`src/rtl/pipe_pkg.sv`:
```
// rtl/pipe_pkg.sv - shared FSM encoding and constant helpers for the word-to-beat unpacker
package pipe_pkg;

  typedef enum logic {
    IDLE  = 1'b0,
    SHIFT = 1'b1
  } state_t;

  function automatic int clog2(input int n);
    int r;
    r = 0;
    for (int i = 0; i < 31; i++) begin
      if ((1 << i) < n) r = i + 1;
    end
    return r;
  endfunction

endpackage

```
`src/rtl/pipe_unpal_if.sv`:
```
// rtl/pipe_unpal_if.sv - word-in / beat-out handshake bundle for pipe_unpal
interface pipe_unpal_if #(
  parameter int W_DATA = 32,
  parameter int W_BEAT = 8
);
  logic              i_valid;
  logic              o_ready;
  logic [W_DATA-1:0] i_data;
  logic              i_last;
  logic              o_valid;
  logic              i_ready;
  logic [W_BEAT-1:0] o_data;
  logic              o_last;
  logic [15:0]       o_words;

  modport master (
    output i_valid, i_data, i_last, i_ready,
    input  o_ready, o_valid, o_data, o_last, o_words
  );

  modport slave (
    input  i_valid, i_data, i_last, i_ready,
    output o_ready, o_valid, o_data, o_last, o_words
  );
endinterface

```
`src/rtl/pipe_unpal.sv`:
```
// rtl/pipe_unpal.sv - splits W_DATA words into W_BEAT beats, LSB beat first
module pipe_unpal
  import pipe_pkg::*;
#(
  parameter int W_DATA = 32,
  parameter int W_BEAT = 8
) (
  input logic          i_clk,
  input logic          i_rst,
  pipe_unpal_if.slave  bus
);

  localparam int N_BEATS = W_DATA / W_BEAT;
  localparam int W_CNT   = (clog2(N_BEATS) < 1) ? 1 : clog2(N_BEATS);

  state_t                              state, state_nx;
  logic [W_DATA-1:0]                   shreg;
  logic [N_BEATS-1:0][W_BEAT-1:0]      beats;
  logic [W_CNT-1:0]                    idx;
  logic                                last_q;
  logic [15:0]                         words;
  logic                                live;
  logic                                last_idx;
  logic                                beat_acc;
  logic                                word_acc;

  assign beats    = shreg;
  assign last_idx = (idx == W_CNT'(N_BEATS - 1));
  assign beat_acc = (state == SHIFT) && bus.i_ready;
  assign word_acc = bus.i_valid && bus.o_ready;

  // live keeps o_ready low through reset without a combinational path from i_rst
  always_comb begin
    state_nx    = state;
    bus.o_ready = 1'b0;
    bus.o_valid = 1'b0;
    bus.o_data  = '0;
    bus.o_last  = 1'b0;
    case (state)
      IDLE: begin
        bus.o_ready = live;
        if (word_acc) state_nx = SHIFT;
      end
      SHIFT: begin
        bus.o_ready = live && last_idx && bus.i_ready;
        bus.o_valid = 1'b1;
        bus.o_data  = beats[idx];
        bus.o_last  = last_idx && last_q;
        if (beat_acc && last_idx) state_nx = word_acc ? SHIFT : IDLE;
      end
      default: state_nx = IDLE;
    endcase
  end

  assign bus.o_words = words;

  always_ff @(posedge i_clk or posedge i_rst) begin
    if (i_rst) begin
      state <= IDLE;
      live  <= 1'b0;
    end else begin
      state <= state_nx;
      live  <= 1'b1;
    end
  end

  always_ff @(posedge i_clk or posedge i_rst) begin
    if (i_rst) begin
      shreg  <= '0;
      last_q <= 1'b0;
    end else if (word_acc) begin
      shreg  <= bus.i_data;
      last_q <= bus.i_last;
    end
  end

  always_ff @(posedge i_clk or posedge i_rst) begin
    if (i_rst) begin
      idx <= '0;
    end else if (word_acc) begin
      idx <= '0;
    end else if (beat_acc && !last_idx) begin
      idx <= idx + W_CNT'(1);
    end
  end

  always_ff @(posedge i_clk or posedge i_rst) begin
    if (i_rst) begin
      words <= '0;
    end else if (beat_acc && last_idx) begin
      words <= words + 16'd1;
    end
  end

endmodule

```
`src/flat_wrapper.sv`:
```
// flat-port wrapper written by rule: the top's interface ports become plain ports
module pipe_unpal_flat import pipe_pkg::*;
#(
  parameter int W_DATA = 32,
  parameter int W_BEAT = 8
)
  (i_clk, i_rst, bus_i_valid, bus_i_data, bus_i_last, bus_i_ready, bus_o_ready, bus_o_valid, bus_o_data, bus_o_last, bus_o_words);
  pipe_unpal_if #(.W_DATA(W_DATA), .W_BEAT(W_BEAT)) bus_i ();
  input logic i_clk;
  input logic i_rst;
  input wire logic [$bits(bus_i.i_valid)-1:0] bus_i_valid;
  input wire logic [$bits(bus_i.i_data)-1:0] bus_i_data;
  input wire logic [$bits(bus_i.i_last)-1:0] bus_i_last;
  input wire logic [$bits(bus_i.i_ready)-1:0] bus_i_ready;
  output wire logic [$bits(bus_i.o_ready)-1:0] bus_o_ready;
  output wire logic [$bits(bus_i.o_valid)-1:0] bus_o_valid;
  output wire logic [$bits(bus_i.o_data)-1:0] bus_o_data;
  output wire logic [$bits(bus_i.o_last)-1:0] bus_o_last;
  output wire logic [$bits(bus_i.o_words)-1:0] bus_o_words;
  assign bus_i.i_valid = bus_i_valid;
  assign bus_i.i_data = bus_i_data;
  assign bus_i.i_last = bus_i_last;
  assign bus_i.i_ready = bus_i_ready;
  assign bus_o_ready = bus_i.o_ready;
  assign bus_o_valid = bus_i.o_valid;
  assign bus_o_data = bus_i.o_data;
  assign bus_o_last = bus_i.o_last;
  assign bus_o_words = bus_i.o_words;
  pipe_unpal #(.W_DATA(W_DATA), .W_BEAT(W_BEAT)) u_core (.i_clk(i_clk), .i_rst(i_rst), .bus(bus_i));
endmodule
```
`config.mk`:
```
export PLATFORM = sky130hd
export DESIGN_NAME = pipe_unpal_flat
export DESIGN_NICKNAME = d
export VERILOG_FILES = /design/src/rtl/pipe_pkg.sv /design/src/rtl/pipe_unpal_if.sv /design/src/rtl/pipe_unpal.sv /design/src/flat_wrapper.sv
export SDC_FILE = /design/constraint.sdc
export NUM_CORES = 1
export LEC_CHECK = 0
export CORE_AREA = 3 3 99 101
export CTS_CLUSTER_SIZE = 24
export DETAILED_ROUTE_END_ITERATION = 6
export DIE_AREA = 0 0 102 104
export SYNTH_ARGS = -nofsm -noshare
export SYNTH_HDL_FRONTEND = slang
export SYNTH_SLANG_ARGS = --single-unit
```
`constraint.sdc`:
```
create_clock -name i_clk -period 1.96 [get_ports i_clk]
set_input_delay 0.392 -clock i_clk [delete_from_list [all_inputs] [get_ports i_clk]]
set_output_delay 0.392 -clock i_clk [all_outputs]
set_load 0.005 [all_outputs]
```
### Word level (Yosys, flattened, before mapping)

Index checks and enable logic that the tools add are counted.

* register bits after elaboration: 53
* latch bits: 0
* bits in writable memories: 0
* memory bits (read-only): 0
* output and inout bits: 27
* logic and storage cells: 31
* memories kept: 0

* add/sub/neg operators: 2
* multiply operators: 0
* div/mod/pow operators: 0
* $lt $le $gt $ge: 1
* equal/unequal tests: 1
* shift operators: 0
* mux-type cells: 11
* bitwise gates (word level): 1
* reductions and logical operators: 9

Operators by type and width (number)
* $add 16x1->16 const B: 1
* $bmux 8 s2: 1
* $mux 8: 2
* $logic_and 1x1->1: 7
* $mux 1: 4
* $mux 2: 2
* $pmux 1 s2: 2
* $lt 2x3->1 const B: 1
* $add 2x1->2 const B: 1
* $eq 2x2->1 const B: 1
* $reduce_bool 2->1: 1
* $logic_not 1->1: 1
* $not 1->1: 1

### Depth between registers and ports, before layout

Gate-level depths: netlist (run 1).

* depth after elaboration: 8
* mapped depth: 7

### Worst setup path after synthesis (run 1)

OpenSTA, ideal clock, no wires.

* path type: reg2out
* start point: register u_core.idx[0]
* end point: output port bus_o_data[0]
* data arrival time: 1.263 ns
* data required time: 1.568 ns
* setup slack: 0.305 ns
* cell stages (with the launch flop): 4
* path through: dfrtp_1 buf_2 mux4_2 and2_1

* cells in the longest elaborated chain, start to end: 3

RTL lines
* from (decl): line pipe_unpal.sv:19 `logic [W_CNT-1:0] idx;`
* from (signal assigned): line pipe_unpal.sv:83 `idx <= idx + W_CNT'(1);`
* $bmux 8 s2: line pipe_unpal.sv:47 `bus.o_data = beats[idx];`
* $mux 8 (not written as such): line pipe_unpal.sv:47
* $mux 8: line pipe_unpal.sv:39 `case (state)`
* to (decl): line flat_wrapper.sv:17 `output wire logic [$bits(bus_i.o_data)-1:0] bus_o_data;`

Every way passes these cells. The select of a mux whose other input is x is not followed.

### Final worst setup path (run 1)

* start point: register u_core.idx[0]
* end point: output port bus_o_data[7]

Same word-level chain as after synthesis.

==> impl_results.md, run 1 <==
* Status: finished with violations
* Failing checks: setup timing
* Place WS at -0.1261 ns
* Yosys warns at 0
* Drt pass-1 iters at 4
* Max stage delay on crit path at 0.48 ns
* Setup Crit Path Kind: reg2out
* Final period util at 1.048
* Final setup TNS at -0.5175 ns
* Avg Vias per Cell at 4.387
* Core Rows at 35
* FF-to-FF Start: u_core.idx[0]
* Final ANT Viol Nets at 0
* Clock Tree Root: clkbuf_8
* Drt total wl at 5.163 mm
* Total power at 4858 uW
* Largest net degree at the start of global routing at 54
* Critical Path AT at 1.66 ns
* Crit path launch: u_core.idx[0]
* Slew Viols, Final at 0
* Crit path capture type: primary output
* Vias in the first global route at 1688
* Setup-failing EPs final at 8
* Die H at 104 um
* TritonCTS Buffers at 5
* Setup crit end: bus_o_data[7]
* Layout Cells excl Fill at 362
* Ports at 64
* Clk sinks at 53
* PnR worst setup slack at -0.09381 ns
* Total core area at 0.009109 mm2
* Worst Clk Skew at 0.009370 ns
* Synthesized area at 0.002487 mm2
* Synth-to-layout area growth at 43.46%
* Period minus WS final at 2.054 ns
* HPWL after detailed placement at 3.784 mm
* RSZ-0062 raised after global routing: true
* Most frequent cells in the layout: clkdlybuf4s50_1 (53), dfrtp_1 (52), mux2_4 (27)
* Syn Area/Cell at 14.89 um2
* DP Cell Count at 348
* Initial antenna violation count at 0
* R2r setup slk at 0.23 ns
* WP depth at 5
* CTS H-tree lvls at 2
* Clock slew at reported path FFs at 0.10 ns
* Starting density of the core at 0.2731
* Layout net count at 289
* Share of layout cells above drive strength 1 at 0.3665
* WL/cell at 14.26 um
* Startpoint Class: flip-flop
* Final Hold Viols at 0
* CP cell instances: buf_6 > buf_6 > mux4_2 > and2_4 > buf_6
* Maximum vdd drop at 0.5951 mV
* Gpl congestion at 0.7685
* Crit-path leading delay family: multiplexers
* FF+latch count, synth at 53
* CTS tree: done
* CP required at 1.57 ns
* Reg-to-Reg End: u_core.beats[31]
* Post-Place Cell Area at 0.003322 mm2
* Leak at 0.001554 uW
* DRC viols at 0
* Commonest non-fill, non-tap cell in the layout: clkdlybuf4s50_1
* Post-route cell area at 0.003568 mm2
* # port buffers at 63
* Iter 0 DRT Violations at 19
* Tightest Hold Check Type: in2async
* R2R cell count at 7
* Crit Path Max Fanout at 4
* Total GRT Usage at 0.1033
* Pwr Density at 1361 mW/mm2
* Routed vias at 1588
* Die area at 0.01061 mm2
* First-pass GRT wire length at 8.625 mm
* Crit path top cell by count: buf_6
* Net Count, Synth at 206
* Worst-Skew Late Latency at 0.30 ns
* Crit-path slowest cell: mux4_2
* Die Span X at 102 um
* Fmax at 486.9 MHz
* Ant. Diodes at 0
* Post-synthesis instance total at 167
* Max Cap Viol at 0
* Max clock buf depth at 2
* Buf/Inv on CP at 3
* Seq/Total Area, Yosys at 0.5332
* Synth cell types at 26
* Grt total ovfl at 0
## synthesized netlist by cell type, drive strengths merged
master | instances | area (um2)
nor2 | 8 | 30.03
dfrtp | 53 | 1326
xor2 | 5 | 43.79
conb | 1 | 3.750
inv | 2 | 7.510
and2 | 10 | 62.56
nand4 | 5 | 31.28
xnor2 | 11 | 96.34
clkbuf | 2 | 7.510
nand3b | 1 | 7.510
ha | 2 | 25.02
a21o | 1 | 7.510
and4 | 1 | 8.760
mux4 | 8 | 180.2
mux2 | 34 | 484.2
nand2 | 6 | 25.03
and3 | 2 | 12.51
buf | 5 | 71.31
or3 | 1 | 6.260
nand3 | 8 | 40.04
mux2i | 1 | 10.01
## worst min path at each step
stage | start | endpoint | depth (start not counted) | slack (ns)
finish | i_rst | u_core.beats[13] | 3 | 0.44
global route | i_rst | u_core.beats[29] | 3 | 0.50
CTS | i_rst | u_core.beats[13] | 3 | 0.45
detailed placement | u_core.bus.o_words[15] | u_core.bus.o_words[15] | 1 | 0.47
global placement | u_core.bus.o_words[15] | u_core.bus.o_words[15] | 1 | 0.46
floorplan | u_core.bus.o_words[15] | u_core.bus.o_words[15] | 1 | 0.47
## report_power, final
group	internal [uW]	switching, uW
logic	1590	642
registers	1500	255
clock network	507	359
total	3600	1260
## layer usage
metal  part of all wire  track usage  vias up  wire (um)
li1                   -            -      745          -
met1               0.48       0.1449      789       2455
met2               0.46       0.1588       50       2366
met3              0.060      0.02683        4        309
met4             0.0062      0.02530        0         32
met5                  0            0        -          0
## flip-flops by register name, summed over array words and instances (netlist names)
name and count:
u_core.beats 32, u_core.bus.o_words 16, u_core.idx 2, u_core.last_q 1, u_core.live 1, u_core.state 1
## per-stage QoR
step,util,hold slack (ns)
2_1_floorplan,-,0.4683
3_3_place_gp,0.3647,0.4629
3_5_place_dp,0.3647,0.4746
4_1_cts,0.3922,0.4487
5_1_grt,0.3918,0.4981
6_report,0.3918,0.4409
## worst min-delay path: stages
cell and delay (ns):
clkdlybuf4s50_1 0.41, inv_2 0.07, buf_12 0.27
## cell families (layout without fill, tap and decap cells)
logic type      after synthesis  in the layout  synth area share
flops                        53             53            0.5332
mux                          43             43            0.2711
other cells                   1              1          0.001508
compound gates                1              1          0.003019
simple gates                 42             42           0.09005
buf+inv                       9             93           0.03471
xor+xnor                     16             16           0.05634
fa+ha+maj                     2              2           0.01006
## layout make-up
type / instances / area [um2]
Sequential cell: 53 / 1328
Clock inverter: 3 / 65.06
Clock buffer: 5 / 68.82
Fill cell: 876 / 5540
Timing Repair Buffer: 83 / 852.1
Inverter: 2 / 7.507
Multi-Input combinational cell: 105 / 1109
Tap cell: 111 / 138.9
## repair_timing
action,4_1_cts,5_1_grt
gates cloned,0,0
hold endpoints to repair,0,0
hold buffers,0,0
pin swaps,8,0
endpoints found under the setup margin,10,9
setup buffers,6,0
gates resized for setup,61,2
Note: power is estimated with default switching activity, not from simulation.
==> run 2: changes to the inputs <==
--- a/config.mk
+++ b/config.mk
@@ -5,10 +5,10 @@
 export SDC_FILE = /design/constraint.sdc
 export NUM_CORES = 1
 export LEC_CHECK = 0
-export CORE_AREA = 3 3 99 101
+export CORE_AREA = 3 3 96 98
 export CTS_CLUSTER_SIZE = 24
 export DETAILED_ROUTE_END_ITERATION = 6
-export DIE_AREA = 0 0 102 104
+export DIE_AREA = 0 0 99 101
 export SYNTH_ARGS = -nofsm -noshare
 export SYNTH_HDL_FRONTEND = slang
 export SYNTH_SLANG_ARGS = --single-unit
==> run 2 against run 1 <==
  * The run still ends with setup timing left
  * Critical endpoint is now bus_o_data[6]
  * Clock skew about the same
  * Global-route usage increased by 0.39 points
  * Cell area decreased by 2.6%
  * Routed wire length decreased by 4.4%
  * Combinational power decreased by 5%
  * Sequential share of layout area increased by 0.97 points
  * Cell count decreased by 2.2%
  * Via count decreased by 2.0%
  * Sequential power about the same
  * Maximum frequency increased by 2.6%
  * Die area decreased by 5.7%
==> impl_results.md, run 2 (synthesis results as in run 1) <==
* Status: finished with violations
* Failing checks: setup timing
* Ant. Diodes at 0
* Crit-path leading delay family: multiplexers
* Die Span X at 99 um
* Startpoint Class: flip-flop
* # port buffers at 63
* Internal power at 3400 uW
* Final Hold Viols at 0
* CTS H-tree lvls at 2
* Crit Path Max Fanout at 5
* CP required at 1.57 ns
* Worst-Skew Late Latency at 0.30 ns
* Layout Cells excl Fill at 354
* Leak at 0.001506 uW
* TritonCTS Buffers at 5
* Largest net degree at the start of global routing at 28
* Starting density of the core at 0.2909
* PnR worst setup slack at -0.04155 ns
* Final-layout fill cell count at 807
* Total GRT Usage at 0.1072
* Crit path capture type: primary output
* CP cell instances: buf_6 > mux4_2 > and2_4 > buf_6
* WL/cell at 13.95 um
* Register share of total power at 0.378
* Die H at 101 um
* Max Cap Viol at 0
* GR Util met3 at 0.02422
* R2r setup slk at 0.10 ns
* Slew Viols, Final at 0
* Critical Path AT at 1.61 ns
* Clock Tree Root: clkbuf_8
* Met1 Usage GRT at 0.1462
* Crit path top cell by count: buf_6
* First-pass GRT wire length at 8.390 mm
* Iter 0 DRT Violations at 7
* DP Cell Count at 344
* Max stage delay on crit path at 0.50 ns
* Logic pwr share at 0.456
* Max clock buf depth at 2
* Initial antenna violation count at 0
* Sw Ratio at 0.2647
* Final period util at 1.021
* Gpl congestion at 0.6984
* Layout net count at 284
* Most frequent cells in the layout: clkdlybuf4s50_1 (53), dfrtp_1 (53), mux2_4 (27)
* GRT busiest layer: met2
* RSZ-0062 raised after global routing: true
* DRC viols at 0
* Clk sinks at 53
* Drt total wl at 4.937 mm
* Tightest Hold Check Type: in2async
* Setup Crit Path Kind: reg2out
* Worst Clk Skew at 0.009012 ns
* Clock slew at reported path FFs at 0.10 ns
* Met2 Usage GRT at 0.1694
* Ports at 64
* Die area at 0.009999 mm2
* Footprint of the multi-input gates at 0.001109 mm2
* Pwr Density at 1331 mW/mm2
* Buf/Inv on CP at 2
* R2R cell count at 8
* Synth-to-layout area growth at 39.69%
* Core Rows at 34
* Drt pass-1 iters at 4
* Total power at 4624 uW
* Clock power share at 0.165
* Switching power total at 1224 uW
* HPWL after detailed placement at 3.680 mm
* FF-to-FF Start: u_core.idx[0]
* Crit-path slowest cell: mux4_2
* Max reg flops at 32
* Period minus WS final at 2.002 ns
* Routed vias at 1557
* Reg-to-Reg End: u_core.beats[30]
* CTS tree: done
* Fmax at 499.6 MHz
* Vias in the first global route at 1654
* Avg Vias per Cell at 4.398
* Final ANT Viol Nets at 0
* Setup-failing EPs final at 8
* Grt total ovfl at 0
* Maximum vdd drop at 0.6016 mV
* FF/Latch Area at 0.001326 mm2
* Total core area at 0.008551 mm2
* Share of layout cells above drive strength 1 at 0.3455
* Place WS at -0.1161 ns
-- run 2: worst max-delay path by stage --
stage	startpoint	to	slack (ns)	cells past startpoint
after global placement	bus_i_ready	bus_o_ready	-0.12	5
after floorplan	i_rst	u_core.beats[0]	0.28	1
final	u_core.idx[0]	bus_o_data[6]	-0.04	4
after detailed placement	bus_i_ready	bus_o_ready	-0.12	5
after CTS	u_core.idx[0]	bus_o_data[6]	-0.12	5
after global routing	u_core.idx[0]	bus_o_data[6]	-0.13	4
-- run 2: power by group through the flow --
stage / Sequential [uW] / Clock, uW / Combinational, uW
finish: 1750 / 764 / 2110
global route: 1810 / 836 / 2300
CTS: 1750 / 792 / 2260
detailed placement: 1770 / 0 / 1950
global placement: 1750 / 0 / 1930
floorplan: 1690 / 0 / 1230
-- run 2: what timing repair did --
| action | 4_1_cts | 5_1_grt |
|---|---|---|
| hold buffers | 0 | 0 |
| gates resized for setup | 58 | 1 |
| buffers inserted | 2 | 1 |
| setup endpoints to repair | 10 | 10 |
| pin swaps | 8 | 0 |
| gates cloned | 1 | 0 |
-- run 2: final cells by class --
cell class              count  share of cell area
clock buffers               7             0.02485
clock inverters             1            0.008642
inverters                   2            0.002161
multi-input cells         105              0.3190
flip-flops and latches     53              0.3817
well taps                 108             0.03889
repair buffers             78              0.2247
-- run 2: per-layer routing --
layer  routed length [um]  vias to the layer above
met3                  256                        7
met4                   68                        0
met5                    0                        -
li1                     -                      737
met1                 2362                      765
met2                 2249                       48
-- run 2: worst register-to-register path, stage by stage, from the launching register on --
cell     delay, ns
dfrtp_1       0.39
buf_6         0.15
buf_4         0.12
ha_4          0.14
nand2_2       0.05
nand2_1       0.07
and3_2        0.25
buf_12        0.20
mux2_2        0.36
-- run 2: through the flow --
step | instance area, um2 | utilization | TNS [ns] | hold WS, ns
final | 3475 | 0.4064 | -0.2362 | 0.4659
after global routing | 3475 | 0.4064 | -0.9467 | 0.5064
after CTS | 3513 | 0.4109 | -0.9072 | 0.4710
after detailed placement | 3311 | 0.3872 | -0.7776 | 0.4776
after global placement | 3311 | 0.3872 | -0.8226 | 0.4592
after floorplan | 2487 | - | 0 | 0.4683
==> run 3: changes to the inputs <==
==> constraint.sdc (replaced) <==
create_clock -name i_clk -period 2.1 [get_ports i_clk]
set_input_delay 0.42 -clock i_clk [delete_from_list [all_inputs] [get_ports i_clk]]
set_output_delay 0.42 -clock i_clk [all_outputs]
set_load 0.005 [all_outputs]
==> run 3 against run 2 <==
  * The flow now finishes without violations
  * Clock power fell by 5.5%
  * Sequential share of layout area grew 0.15 points
  * Die area stayed put
  * Cell area is 0.29% lower
  * Utilization is 0.12 points lower
  * Register-to-register slack better by 0.15 ns
  * Sequential cell count did not move
  * Highest routed layer unchanged
==> impl_results.md, run 3 (synthesis results as in run 1) <==
* Status: finished clean
* R2R cell count at 8
* Startpoint Class: flip-flop
* Ports at 64
* FF-to-FF Start: u_core.idx[0]
* Vias in the first global route at 1732
* Clk sinks at 53
* Drt pass-1 iters at 4
* Maximum vdd drop at 0.5605 mV
* CTS tree: done
* Post-Place Cell Area at 0.003301 mm2
* CP cell instances: buf_6 > mux4_2 > and2_4 > buf_6
* Layout net count at 281
* Buf/Inv on CP at 2
* WL/cell at 14.78 um
* Die area at 0.009999 mm2
* Core Rows at 34
* Period minus WS final at 2.052 ns
* Ant. Diodes at 0
* HPWL after detailed placement at 3.622 mm
* Setup-failing EPs final at 0
* Final period util at 0.9770
* Setup Crit Path Kind: reg2out
* # port buffers at 63
* Gpl congestion at 0.7069
* Fmax at 487.4 MHz
* Crit path capture type: primary output
* Post-route cell area at 0.003465 mm2
* Synth-to-layout area growth at 39.29%
* Max clock buf depth at 2
* Initial antenna violation count at 0
* PnR worst setup slack at 0.04837 ns
* Total power at 4303 uW
* CP required at 1.68 ns
* Crit path launch: u_core.idx[0]
* CTS H-tree lvls at 2
* Tightest Hold Check Type: in2async
* Worst-Skew Late Latency at 0.30 ns
* Iter 0 DRT Violations at 44
* R2r setup slk at 0.25 ns
* Crit-path slowest cell: mux4_2
* Largest net degree at the start of global routing at 54
* Drt total wl at 5.187 mm
* Grt total ovfl at 0
* Crit Path Max Fanout at 5
* Leak at 0.001499 uW
* Die H at 101 um
* Max reg flops at 32
* Crit-path leading delay family: multiplexers
* Max stage delay on crit path at 0.51 ns
* Share of layout cells above drive strength 1 at 0.3416
* Routed vias at 1579
* Final setup TNS at 0 ns
* DRC viols at 0
* Clock Tree Root: clkbuf_8
* Total GRT Usage at 0.1130
* Most frequent cells in the layout: clkdlybuf4s50_1 (53), dfrtp_1 (52), mux2_4 (27)
* Avg Vias per Cell at 4.499
* Reg-to-Reg End: u_core.beats[30]
* Total core area at 0.008551 mm2
* Slew Viols, Final at 0
* Place WS at -0.03270 ns
* Max Cap Viol at 0
* RSZ-0062 raised after global routing: true
* Die Span X at 99 um
* Starting density of the core at 0.2909
* Final Hold Viols at 0
* Critical Path AT at 1.63 ns
* Worst Clk Skew at 0.006385 ns
* TritonCTS Buffers at 5
* Pwr Density at 1242 mW/mm2
* Commonest non-fill, non-tap cell in the layout: clkdlybuf4s50_1
* Final ANT Viol Nets at 0
* Clock slew at reported path FFs at 0.10 ns
* Crit path top cell by count: buf_6
* First-pass GRT wire length at 8.894 mm
* Hold Buf Count CTS at 0
## run 3: changes by cell type in the layout (fill, tap and decap cells not counted)
cell             previous run  this run
buf_2                       1         0
clkbuf_2                    0         1
buf_12                      2         3
dfrtp_2                     0         1
buf_4                      11         7
dfrtp_1                    53        52
dlygate4sd2_1               0         1
clkdlybuf4s15_1             1         0
## run 3: tightest hold or removal path: stages
cell and delay (ns):
clkdlybuf4s50_1 0.41, inv_2 0.07, buf_12 0.25
## run 3: through the flow
step	utilization	std cells	hold slack, ns
floorplan	-	167	0.4683
global placement	0.3860	341	0.4597
detailed placement	0.3860	341	0.4796
CTS	0.4094	352	0.4910
global route	0.4052	351	0.5059
finish	0.4052	351	0.4534
## run 3: where the power goes
group / internal, uW / switching [uW] / total [uW]
Sequential: 1400 / 276 / 1680
Combinational: 1360 / 543 / 1910
Clock: 389 / 333 / 722
## run 3: timing repair
item | CTS | global route
pin swaps | 1 | 1
gates resized for setup | 55 | 3
buffers inserted | 2 | 1
endpoints found under the setup margin | 10 | 9
cloned | 1 | 0
## run 3: worst max path at each step
stage / end / slack (ns) / cells after the start
detailed placement: bus_o_ready / -0.03 / 5
CTS: bus_o_data[3] / -0.04 / 5
floorplan: u_core.beats[0] / 0.39 / 1
global placement: bus_o_ready / -0.04 / 5
finish: bus_o_data[0] / 0.05 / 4
global route: bus_o_data[0] / -0.03 / 4
## run 3: routing by layer
metal,GRT usage,up-vias,part of all wire
li1,-,732,-
met2,0.1813,46,0.46
met4,0.02521,0,0.0083
met5,0,-,0
met3,0.03460,5,0.061
met1,0.1510,796,0.47
## run 3: cell type report
type                    count  area (um2)
flip-flops and latches     53        1328
inverters                   2       7.507
repair buffers             75       769.5
multi-input cells         105        1109
fillers                   801        5086
clock inverters             1       30.03
clock buffers               7       86.33
well taps                 108       135.1
